`config.mk`:
```
export PLATFORM = sky130hd
export DESIGN_NAME = wide_add_initiator
export DESIGN_NICKNAME = d
export VERILOG_FILES = /design/src/rtl/wide_add_initiator.sv
export SDC_FILE = /design/constraint.sdc
export NUM_CORES = 1
export LEC_CHECK = 0
export ABC_AREA = 1
export CORE_ASPECT_RATIO = 2
export CORE_MARGIN = 8
export CORE_UTILIZATION = 35
export DETAILED_ROUTE_END_ITERATION = 6
export GPL_TIMING_DRIVEN = 0
export PLACE_DENSITY_LB_ADDON = 0.05
export SLEW_MARGIN = 10
export SYNTH_ARGS = -nofsm -noshare
export SYNTH_HDL_FRONTEND = slang
export SYNTH_SLANG_ARGS = --single-unit
```
`constraint.sdc`:
```
create_clock -name CLK -period 2 [get_ports CLK]
set_input_delay 0.6 -clock CLK [delete_from_list [all_inputs] [get_ports CLK]]
set_output_delay 0.6 -clock CLK [all_outputs]
set_load 0.02 [all_outputs]
```
`src/rtl/wide_add_initiator.sv`:
```
// Sequencer that performs a 9*NLIMB-bit addition as a series of 9-bit REQ/ACK adder transactions.
// Optional handshake timeout is compiled in when ADD_TIMEOUT_EN is defined.
module wide_add_initiator #(
    parameter int NLIMB = 3
) (
    input  logic               CLK,
    input  logic               RSTN,
    input  logic               START,
    input  logic [9*NLIMB-1:0] OPA,
    input  logic [9*NLIMB-1:0] OPB,
    output logic [9*NLIMB-1:0] SUM,
    output logic               CARRY,
    output logic               DONE,
    output logic               ERR,
    output logic               BUSY,
    output logic               ADD_REQ,
    output logic [8:0]         ADD_A,
    output logic [8:0]         ADD_B,
    input  logic [8:0]         ADD_Z,
    input  logic               ADD_COUT,
    input  logic               ADD_ACK,
    output logic [1:0]         fsm_state
);
    localparam int IW = (NLIMB > 1) ? $clog2(NLIMB) : 1;
    localparam logic [IW-1:0] LAST = IW'(NLIMB - 1);

    typedef enum logic [1:0] {IDLE, ISSUE_AB, ISSUE_C1, GAP} state_t;

    state_t                state_q, state_n;
    logic [NLIMB-1:0][8:0] op_a_q, op_a_n;
    logic [NLIMB-1:0][8:0] op_b_q, op_b_n;
    logic [NLIMB-1:0][8:0] sum_q, sum_n;
    logic [IW-1:0]         idx_q, idx_n, idx_inc;
    logic                  carry_q, carry_n;
    logic                  t_q, t_n;
    logic                  c1_q, c1_n;
    logic                  gap_q, gap_n;
    logic                  carry_out_q, carry_out_n;
    logic                  done_q, done_n;
    logic                  busy_q, busy_n;
    logic                  req_q, req_n;
    logic [8:0]            add_a_q, add_a_n;
    logic [8:0]            add_b_q, add_b_n;
    logic                  last;
`ifdef ADD_TIMEOUT_EN
    logic [5:0]            tmo_q, tmo_n;
    logic                  err_q, err_n;
`endif

    assign last    = (idx_q == LAST);
    assign idx_inc = idx_q + IW'(1);

    always_comb begin
        state_n     = state_q;
        op_a_n      = op_a_q;
        op_b_n      = op_b_q;
        sum_n       = sum_q;
        idx_n       = idx_q;
        carry_n     = carry_q;
        t_n         = t_q;
        c1_n        = c1_q;
        gap_n       = gap_q;
        carry_out_n = carry_out_q;
        done_n      = 1'b0;
        busy_n      = busy_q;
        req_n       = req_q;
        add_a_n     = add_a_q;
        add_b_n     = add_b_q;
`ifdef ADD_TIMEOUT_EN
        err_n       = 1'b0;
        tmo_n       = (state_q == ISSUE_AB || state_q == ISSUE_C1) ? tmo_q + 6'd1 : 6'd0;
`endif
        case (state_q)
            IDLE: begin
                if (START) begin
                    op_a_n      = OPA;
                    op_b_n      = OPB;
                    sum_n       = '0;
                    carry_n     = 1'b0;
                    carry_out_n = 1'b0;
                    idx_n       = '0;
                    busy_n      = 1'b1;
                    req_n       = 1'b1;
                    add_a_n     = OPA[8:0];
                    add_b_n     = OPB[8:0];
                    state_n     = ISSUE_AB;
                end
            end
            ISSUE_AB: begin
                if (ADD_ACK) begin
                    sum_n[idx_q] = ADD_Z;
                    t_n          = ADD_COUT;
                    req_n        = 1'b0;
                    gap_n        = 1'b0;
                    state_n      = GAP;
                    // An incoming carry needs a follow-up +1 before the limb is final.
                    if (carry_q) begin
                        c1_n = 1'b1;
                    end else begin
                        c1_n    = 1'b0;
                        carry_n = ADD_COUT;
                        if (last) begin
                            done_n      = 1'b1;
                            carry_out_n = ADD_COUT;
                        end
                    end
                end
            end
            ISSUE_C1: begin
                if (ADD_ACK) begin
                    sum_n[idx_q] = ADD_Z;
                    carry_n      = t_q | ADD_COUT;
                    c1_n         = 1'b0;
                    req_n        = 1'b0;
                    gap_n        = 1'b0;
                    state_n      = GAP;
                    if (last) begin
                        done_n      = 1'b1;
                        carry_out_n = t_q | ADD_COUT;
                    end
                end
            end
            GAP: begin
                gap_n = 1'b1;
                if (gap_q) begin
                    gap_n = 1'b0;
                    if (c1_q) begin
                        state_n = ISSUE_C1;
                        req_n   = 1'b1;
                        add_a_n = sum_q[idx_q];
                        add_b_n = 9'd1;
                    end else if (!last) begin
                        idx_n   = idx_inc;
                        state_n = ISSUE_AB;
                        req_n   = 1'b1;
                        add_a_n = op_a_q[idx_inc];
                        add_b_n = op_b_q[idx_inc];
                    end else begin
                        state_n = IDLE;
                        busy_n  = 1'b0;
                    end
                end
            end
            default: state_n = IDLE;
        endcase
`ifdef ADD_TIMEOUT_EN
        // Abandon the operation; forcing the last index makes GAP exit to IDLE.
        if ((state_q == ISSUE_AB || state_q == ISSUE_C1) && !ADD_ACK && tmo_q == 6'd63) begin
            req_n       = 1'b0;
            done_n      = 1'b1;
            err_n       = 1'b1;
            sum_n       = '0;
            carry_out_n = 1'b0;
            carry_n     = 1'b0;
            c1_n        = 1'b0;
            gap_n       = 1'b0;
            idx_n       = LAST;
            state_n     = GAP;
        end
`endif
    end

    always_ff @(posedge CLK) begin
        if (!RSTN) begin
            state_q     <= IDLE;
            op_a_q      <= '0;
            op_b_q      <= '0;
            sum_q       <= '0;
            idx_q       <= '0;
            carry_q     <= 1'b0;
            t_q         <= 1'b0;
            c1_q        <= 1'b0;
            gap_q       <= 1'b0;
            carry_out_q <= 1'b0;
            done_q      <= 1'b0;
            busy_q      <= 1'b0;
            req_q       <= 1'b0;
            add_a_q     <= '0;
            add_b_q     <= '0;
`ifdef ADD_TIMEOUT_EN
            tmo_q       <= '0;
            err_q       <= 1'b0;
`endif
        end else begin
            state_q     <= state_n;
            op_a_q      <= op_a_n;
            op_b_q      <= op_b_n;
            sum_q       <= sum_n;
            idx_q       <= idx_n;
            carry_q     <= carry_n;
            t_q         <= t_n;
            c1_q        <= c1_n;
            gap_q       <= gap_n;
            carry_out_q <= carry_out_n;
            done_q      <= done_n;
            busy_q      <= busy_n;
            req_q       <= req_n;
            add_a_q     <= add_a_n;
            add_b_q     <= add_b_n;
`ifdef ADD_TIMEOUT_EN
            tmo_q       <= tmo_n;
            err_q       <= err_n;
`endif
        end
    end

    assign SUM       = sum_q;
    assign CARRY     = carry_out_q;
    assign DONE      = done_q;
    assign BUSY      = busy_q;
    assign ADD_REQ   = req_q;
    assign ADD_A     = add_a_q;
    assign ADD_B     = add_b_q;
    assign fsm_state = state_q;
`ifdef ADD_TIMEOUT_EN
    assign ERR       = err_q;
`else
    assign ERR       = 1'b0;
`endif

endmodule

```
After elaboration in Yosys (flattened, before gate mapping)
Cells that the tools add are included.

storage, ports and cells
  register bits after elaboration = 111
  input port bits = 68

cells by class
  $add $sub $neg = 1
  magnitude comparators = 3
  equality and inequality tests = 16
  mux-type cells = 64
  bitwise logic cells = 1
  reduce and logical (&&, ||, !) cells = 20

operators with widths
  kind                                                         number
  two-way mux 9 bit                                            12
  binary-select mux 9 bit (select 2 bit)                       3
  two-way mux 27 bit                                           2
  case mux 27 bit (2 select lines)                             1
  case mux 9 bit (2 select lines)                              2
  bitwise mux 27 bit                                           1
  two-way mux 1 bit                                            25
  != test 2 bit (second input constant)                        10
  demux 9 bit (select 2 bit)                                   1
  two-way mux 2 bit                                            8
  AND reduction 4 bit                                          3
  AND reduction 5 bit                                          2
  case mux 1 bit (3 select lines)                              3
  AND reduction 3 bit                                          3
  case mux 1 bit (2 select lines)                              4
  nonzero test 2 bit                                           4
  AND reduction 7 bit                                          1
  == test 2 bit (second input constant)                        3
  less-than comparator 2 x 3 -> 1 bit (second input constant)  2
  case mux 2 bit (3 select lines)                              1
  AND reduction 2 bit                                          3
  case mux 2 bit (2 select lines)                              1
  != test 3 bit (second input constant)                        1
  nonzero test 3 bit                                           1
  8 further kinds                                              8

Longest topological paths before layout
Gate-level depths: netlist of run 1.

  word-level depth = 7
  mapped depth = 12

Least setup slack after synthesis of run 1
Ideal clock, no wire load.

  kind = reg-to-reg
  start point = reg state_q[0], in the netlist fsm_state[0]
  end point = reg sum_q (netlist bit SUM[25])
  arrival time = 1822 ps
  path slack = 50 ps
  cell stages (with the launch flop) = 11
  buffers on the path = 2
  period minus slack after synthesis = 1950 ps
  cell sequence = dfxtp_1 > inv_1 > ha_1 > buf_6 > inv_6 > nor2_2 > nor3_4 > buf_6 > nand2_1 > o21ai_1 > nor2_1

between the ends
  cells in the longest elaborated chain, start to end = 4
  elaborated cells between the ends (all ways) = 9
  classes of those cells = 4 x eq/ne; 1 x mux; 4 x reduce/logical

ends and longest elaborated chain
  what                                                                    line  RTL
  from (decl)                                                             29    state_t state_q, state_n;
  from (signal assigned)                                                  185   state_q <= state_n;
  == test 2 bit or == test 2 x 1 -> 1 bit (tied branches)                 73    case (state_q)
  OR reduction 2 bit (no line)                                            n/a
  != test 2 x 1 -> 1 bit (no line) or nonzero test 2 bit (tied branches)  n/a
  AND reduction 3 bit (no line)                                           n/a
  to (signal assigned)                                                    188   sum_q <= sum_n;
  to (decl)                                                               32    logic [NLIMB-1:0][8:0] sum_q, sum_n;

Parallel ways exist; a longest one is shown, timed or not.
A chain may end at the register's enable or synchronous reset.

Worst setup path in the final report of run 1
  start point = reg sum_q (netlist bit SUM[6])
  end point = out SUM[6]

RTL lines
  what       line  RTL
  to (decl)  11    output logic [9*NLIMB-1:0] SUM,

No word-level cell between the ends.

==> metrics, run 1 <==
synthesized area 5410 sq um; delay-heaviest family, CP buffers and inverters; detailed router's first-iteration violation count 196; Yosys warning total 0; Final ANT Viol Nets 0; clock latency on the worst-skew pair 0.36 ns; largest family of logic cells by synthesized area simple AND/OR/NAND/NOR gates; deepest clock path buffer count 2; CP Data Required Time 1.40 ns; TritonCTS clock tree yes; fin util 47.6%; fin cells 1167; #FFs+latches synth 111; Final Cell Area 7250 sq um; pwr dens 1130 nW/um^2; complex-gate fraction of the synthesized area 15.4%; highest clock rate 511 MHz; placeable core region 15200 sq um; grt ovf 0; post-synth top area share 41.1%; CTS root buffer clkbuf_16; Hold Fails Final Rpt 0; Area Overhead vs Synth 34.0%; buffers added on ports 118; synthesized instance count 830; post-synthesis sequential area ratio 41.1%; Simple-Gate Fraction of Synth Area 29.3%; Yosys top cell by area dfxtp_1; CP endpoint kind output pin; wire length per cell 16.5 um; placed cell count 1146; Row Count 64; setup slack at placement -0.516 ns; first-pass iteration count of the detailed router 5; H-tree levels 3; Reg clk slew, reported paths 0.08 ns; final period utilization 97.8%; crit-path max cell delay 0.63 ns; final worst path period need 1.96 ns; count of final setup violators 0; max_cap viols 0; Post-Syn Area per Cell 6.51 sq um; Slowest cell on crit path clkdlybuf4s50_1; asr flop ratio synth 0%; DRC viols 0; Max Slew Vio Count 0; vias in the first global route 5679; r2r worst-path depth 10; cts bufs inserted 9; via count 5510; Pwr Total 0.00817 W; WL final 19200 um; Post-synth EDFFs 0; Ant. Diodes 0; WP buf/inv 1; Final WS setup 0.0438 ns; critical path class reg2out; WP data arrival 1.36 ns; initial antenna violation count 0; Die Area 19900 sq um; hold path depth 2; post-synthesis mux area share 0%; outcome finished clean; largest net degree at the start of global routing 19; Startpoint Class register; synth unique cells 30; commonest non-fill, non-tap cell in the layout nand2_1; commonest non-fill, non-tap cells in the layout nand2_1, dfxtp_1, clkdlybuf4s50_1; RD Place Congestion 0.852; RR Startpoint idx_q[0]; Detailed Place HPWL 15300 um; Peak supply drop 0.000600 V; Max Clock Skew 0.0102 ns; # IOs 120; total track usage 19.1%; worst min path class reg2reg; Area after DPL 6840 sq um; Vias/cell 4.72; critical path peak fanout 3; hold path start op_a_q[6]; layout net count 1044; syn_nets 909; leading post-synthesis cells by cell area dfxtp_1, nand2_1, nor2_1, a21oi_1, o21ai_0; WHS Endpoint op_a_q[6]; reg2reg setup slack 0.13 ns; XOR/XNOR Fraction of Synth Area 0%; Hold-fix buffers, CTS 0; Die Y 192 um; Die Wd 104 um; Slew headroom 56.4%; FF-to-FF End ADD_A[2]; measured slew at the worst slew-check pin 0.654 ns; Synth Area in Adders 2.55%; RSZ-0062 raised after global routing no; first-pass GRT wire length 29600 um; layout cells sized above 1 6.91%; Top FF cell, synth dfxtp_1; Starting Density 35.5%; Leak 3.23 nW; # clock sinks 111; CP cell instances clkdlybuf4s50_1
[sequential cells by signal, indices dropped and copies added, names as in the netlist]
| register | flops |
|---|---|
| ADD_A | 9 |
| ADD_B | 9 |
| ADD_REQ | 1 |
| BUSY | 1 |
| CARRY | 1 |
| DONE | 1 |
| SUM | 27 |
| c1_q | 1 |
| carry_q | 1 |
| fsm_state | 2 |
| gap_q | 1 |
| idx_q | 2 |
| op_a_q | 27 |
| op_b_q | 27 |
| t_q | 1 |
[layer usage]
metal | track usage (%) | share of wire, % | routed length [um] | up-vias
met4 | 10.9 | 4.7 | 908 | 0
met3 | 3.43 | 3.9 | 748 | 44
met5 | 0 | 0 | 0 | -
met2 | 38.7 | 56 | 10800 | 138
li1 | - | - | - | 2858
met1 | 16.9 | 35 | 6800 | 2470
[worst max path at each step]
stage                      start    endpoint  slack, ns  cells past startpoint
floorplan           fsm_state[0]     SUM[25]       0.05                     10
global placement            RSTN  op_b_q[21]      -0.54                      5
detailed placement          RSTN  op_b_q[21]      -0.52                      5
CTS                      SUM[24]     SUM[24]       0.02                      1
global route             SUM[19]     SUM[19]     0.0002                      1
finish                    SUM[6]      SUM[6]       0.04                      1
[Yosys cell counts (3+ instances only)]
library cell,instances
a21oi_1,78
buf_2,16
buf_4,3
buf_6,3
clkbuf_1,20
clkinv_1,8
dfxtp_1,111
ha_1,11
inv_1,97
nand2_1,223
nand3_1,51
nor2_1,107
o21ai_0,73
o21ai_1,9
[power by group]
group,internal [W],switching (W),total (W)
registers,0.00263,0.000258,0.00289
clock network,0.000857,0.000880,0.00174
logic,0.00136,0.00218,0.00354
total,0.00485,0.00332,0.00817
[through the flow]
stage / hold WS, ns / TNS, ns
global route: 0.475 / 0
finish: 0.454 / 0
detailed placement: 0.445 / -29.80
floorplan: 0.429 / 0
CTS: 0.456 / 0
global placement: 0.439 / -30.36
[layout make-up]
cell class | instances | area [sq um]
fill | 1634 | 7970
multi-input combinational | 568 | 2600
sequential | 111 | 2230
timing repair buffer | 125 | 1250
inverter | 108 | 418
tap | 198 | 248
clock buffer | 10 | 229
buffer | 42 | 228
clock inverter | 5 | 45.0
[cells by family (layout without fill, tap and decap cells)]
| family | count (synthesis) | in the layout |
|---|---|---|
| flops | 111 | 111 |
| other cells | 1 | 1 |
| fa+ha+maj | 11 | 11 |
| compound gates | 164 | 164 |
| buf+inv | 151 | 290 |
| simple gates | 392 | 392 |
[what timing repair did]
action | in CTS | in global routing
hold endpoints to repair | 0 | 0
endpoints found under the setup margin | 68 | 72
pin swaps | 1 | 1
cloned | 0 | 1
setup buffers | 3 | 3
resized for setup | 16 | 17
(Power assumes the default switching activity.)
==> inputs of run 2 (changes only) <==
--- a/config.mk
+++ b/config.mk
@@ -7,7 +7,7 @@
 export LEC_CHECK = 0
 export ABC_AREA = 1
 export CORE_ASPECT_RATIO = 2
-export CORE_MARGIN = 8
+export CORE_MARGIN = 2
 export CORE_UTILIZATION = 35
 export DETAILED_ROUTE_END_ITERATION = 6
 export GPL_TIMING_DRIVEN = 0
==> run 2 against run 1 <==
  * Sequential share of layout area up 0.17 points
  * Power down 0.76%
  * Count of clock-buffer cells in the layout unchanged
  * Global-route usage increased by 3.4 points
  * Critical endpoint is now SUM[25]
==> metrics, run 2 (synthesis gave the netlist of run 1 again) <==
Slowest cell on crit path clkdlybuf4s50_1 (unchanged); Hold-fix buffers, CTS 0 (unchanged); worst min path class reg2reg (unchanged); Reg clk slew, reported paths 0.07 ns (was 0.08 ns); CTS root buffer clkbuf_16 (unchanged); placed cell count 1146 (unchanged); commonest non-fill, non-tap cell in the layout nand2_1 (unchanged); layout cells sized above 1 6.94% (was 6.91%); Max Slew Vio Count 0 (unchanged); Die Wd 91.9 um (was 104 um); Hold Fails Final Rpt 0 (unchanged); RD Place Congestion 0.833 (was 0.852); Peak supply drop 0.000571 V (was 0.000600 V); WP buf/inv 1 (unchanged); Startpoint Class register (unchanged); count of final setup violators 0 (unchanged); WL final 18500 um (was 19200 um); final period utilization 98.0% (was 97.8%); layout net count 1040 (was 1044); Max Clock Skew 0.00564 ns (was 0.0102 ns); Starting Density 35.5% (unchanged); Pwr Total 0.00810 W (was 0.00817 W); RSZ-0062 raised after global routing yes (was no); Leak 3.10 nW (was 3.23 nW); Slew headroom 59.1% (was 56.4%); CP cell instances clkdlybuf4s50_1 (unchanged); buffers added on ports 118 (unchanged); total track usage 22.4% (was 19.1%); detailed router's first-iteration violation count 221 (was 196); pwr dens 1120 nW/um^2 (was 1130 nW/um^2); Die Y 180 um (was 192 um); TritonCTS clock tree yes (unchanged); measured slew at the worst slew-check pin 0.613 ns (was 0.654 ns); Detailed Place HPWL 14500 um (was 15300 um); via count 5498 (was 5510); cts bufs inserted 9 (unchanged); Ant. Diodes 0 (unchanged); H-tree levels 3 (unchanged); Final ANT Viol Nets 0 (unchanged); max_cap viols 0 (unchanged); first-pass iteration count of the detailed router 7 (was 5); deepest clock path buffer count 2 (unchanged); first-pass GRT wire length 28800 um (was 29600 um); DRC viols 0 (unchanged); placeable core region 15200 sq um (unchanged); final worst path period need 1.96 ns (about the same); grt ovf 0 (unchanged); fin cells 1163 (was 1167); vias in the first global route 5572 (was 5679); Area Overhead vs Synth 33.4% (was 34.0%); delay-heaviest family, CP buffers and inverters (unchanged); clock latency on the worst-skew pair 0.35 ns (was 0.36 ns); CP endpoint kind output pin (unchanged); crit-path max cell delay 0.62 ns (was 0.63 ns); critical path class reg2out (unchanged); wire length per cell 15.9 um (was 16.5 um); Row Count 64 (unchanged); # IOs 120 (unchanged); initial antenna violation count 0 (unchanged); outcome finished clean (unchanged); largest net degree at the start of global routing 19 (unchanged); highest clock rate 510 MHz (was 511 MHz); Die Area 16500 sq um (was 19900 sq um); # clock sinks 111 (unchanged); setup slack at placement -0.521 ns (was -0.516 ns); Final WS setup 0.0390 ns (was 0.0438 ns); WP data arrival 1.36 ns (about the same); CP Data Required Time 1.40 ns (about the same); Vias/cell 4.73 (was 4.72); critical path peak fanout 3 (unchanged); commonest non-fill, non-tap cells in the layout nand2_1, clkdlybuf4s50_1, dfxtp_1 (was nand2_1, dfxtp_1, clkdlybuf4s50_1)
run 2: cell types whose count changed in the layout (fill, tap and decap cells not counted), sizes merged:
cell | before | now
clkdlybuf4s50 | 108 | 115
dlymetal6s2s | 8 | 1
buf | 30 | 26
clkinvlp | 2 | 3
inv | 101 | 100
run 2: final cells by class:
cell class | instances | area, sq um
Buffer | 41 | 228
Multi-Input combinational cell | 568 | 2600
Clock buffer | 10 | 229
Fill cell | 1672 | 8000
Sequential cell | 111 | 2230
Timing Repair Buffer | 122 | 1210
Tap cell | 198 | 248
Inverter | 108 | 422
Clock inverter | 5 | 45.0
run 2: timing repair:
item	4_1_cts	5_1_grt
setup buffers	4	0
resized for setup	13	20
endpoints found under the hold margin	0	0
pin swaps	1	1
endpoints found under the setup margin	72	65
run 2: final timing paths:
check | endpoint | cells after the start | slack [ns] | start
setup / recovery | SUM[25] | 1 | 0.04 | SUM[25]
hold / removal | op_b_q[2] | 2 | 0.45 | op_b_q[2]
setup reg to reg | SUM[25] | 10 | 0.09 | fsm_state[0]
hold reg to reg | op_b_q[2] | 2 | 0.45 | op_b_q[2]
run 2: through the flow:
stage / util (%) / setup TNS, ns / cell area, sq um / hold slack [ns]
after floorplan: - / 0 / 5410 / 0.429
after global placement: 44.9 / -30.06 / 6840 / 0.440
after detailed placement: 44.9 / -31.48 / 6840 / 0.445
after CTS: 47.0 / 0 / 7160 / 0.456
after global routing: 47.4 / -0.00225 / 7210 / 0.481
final: 47.4 / 0 / 7210 / 0.455
run 2: where the power goes:
group | total [W] | internal, W | leakage (nW) | switching, W
registers | 0.00291 | 0.00263 | 0.917 | 0.000274
clock network | 0.00173 | 0.000856 | 0.131 | 0.000870
logic | 0.00347 | 0.00133 | 2.05 | 0.00214
run 2: layer usage:
layer	up-vias	global-route usage [%]	wire, um
li1	2854	-	-
met2	121	45.9	10500
met4	0	7.94	512
met1	2500	21.6	6760
met5	-	0	0
met3	23	3.48	673
==> inputs of run 3 (changes only) <==
--- a/config.mk
+++ b/config.mk
@@ -9,6 +9,7 @@
 export CORE_ASPECT_RATIO = 2
 export CORE_MARGIN = 2
 export CORE_UTILIZATION = 35
+export CTS_CLUSTER_DIAMETER = 120
 export DETAILED_ROUTE_END_ITERATION = 6
 export GPL_TIMING_DRIVEN = 0
 export PLACE_DENSITY_LB_ADDON = 0.05
==> results of run 3 <==
No change in the layout: final DEF, timing and power equal those of run 2.
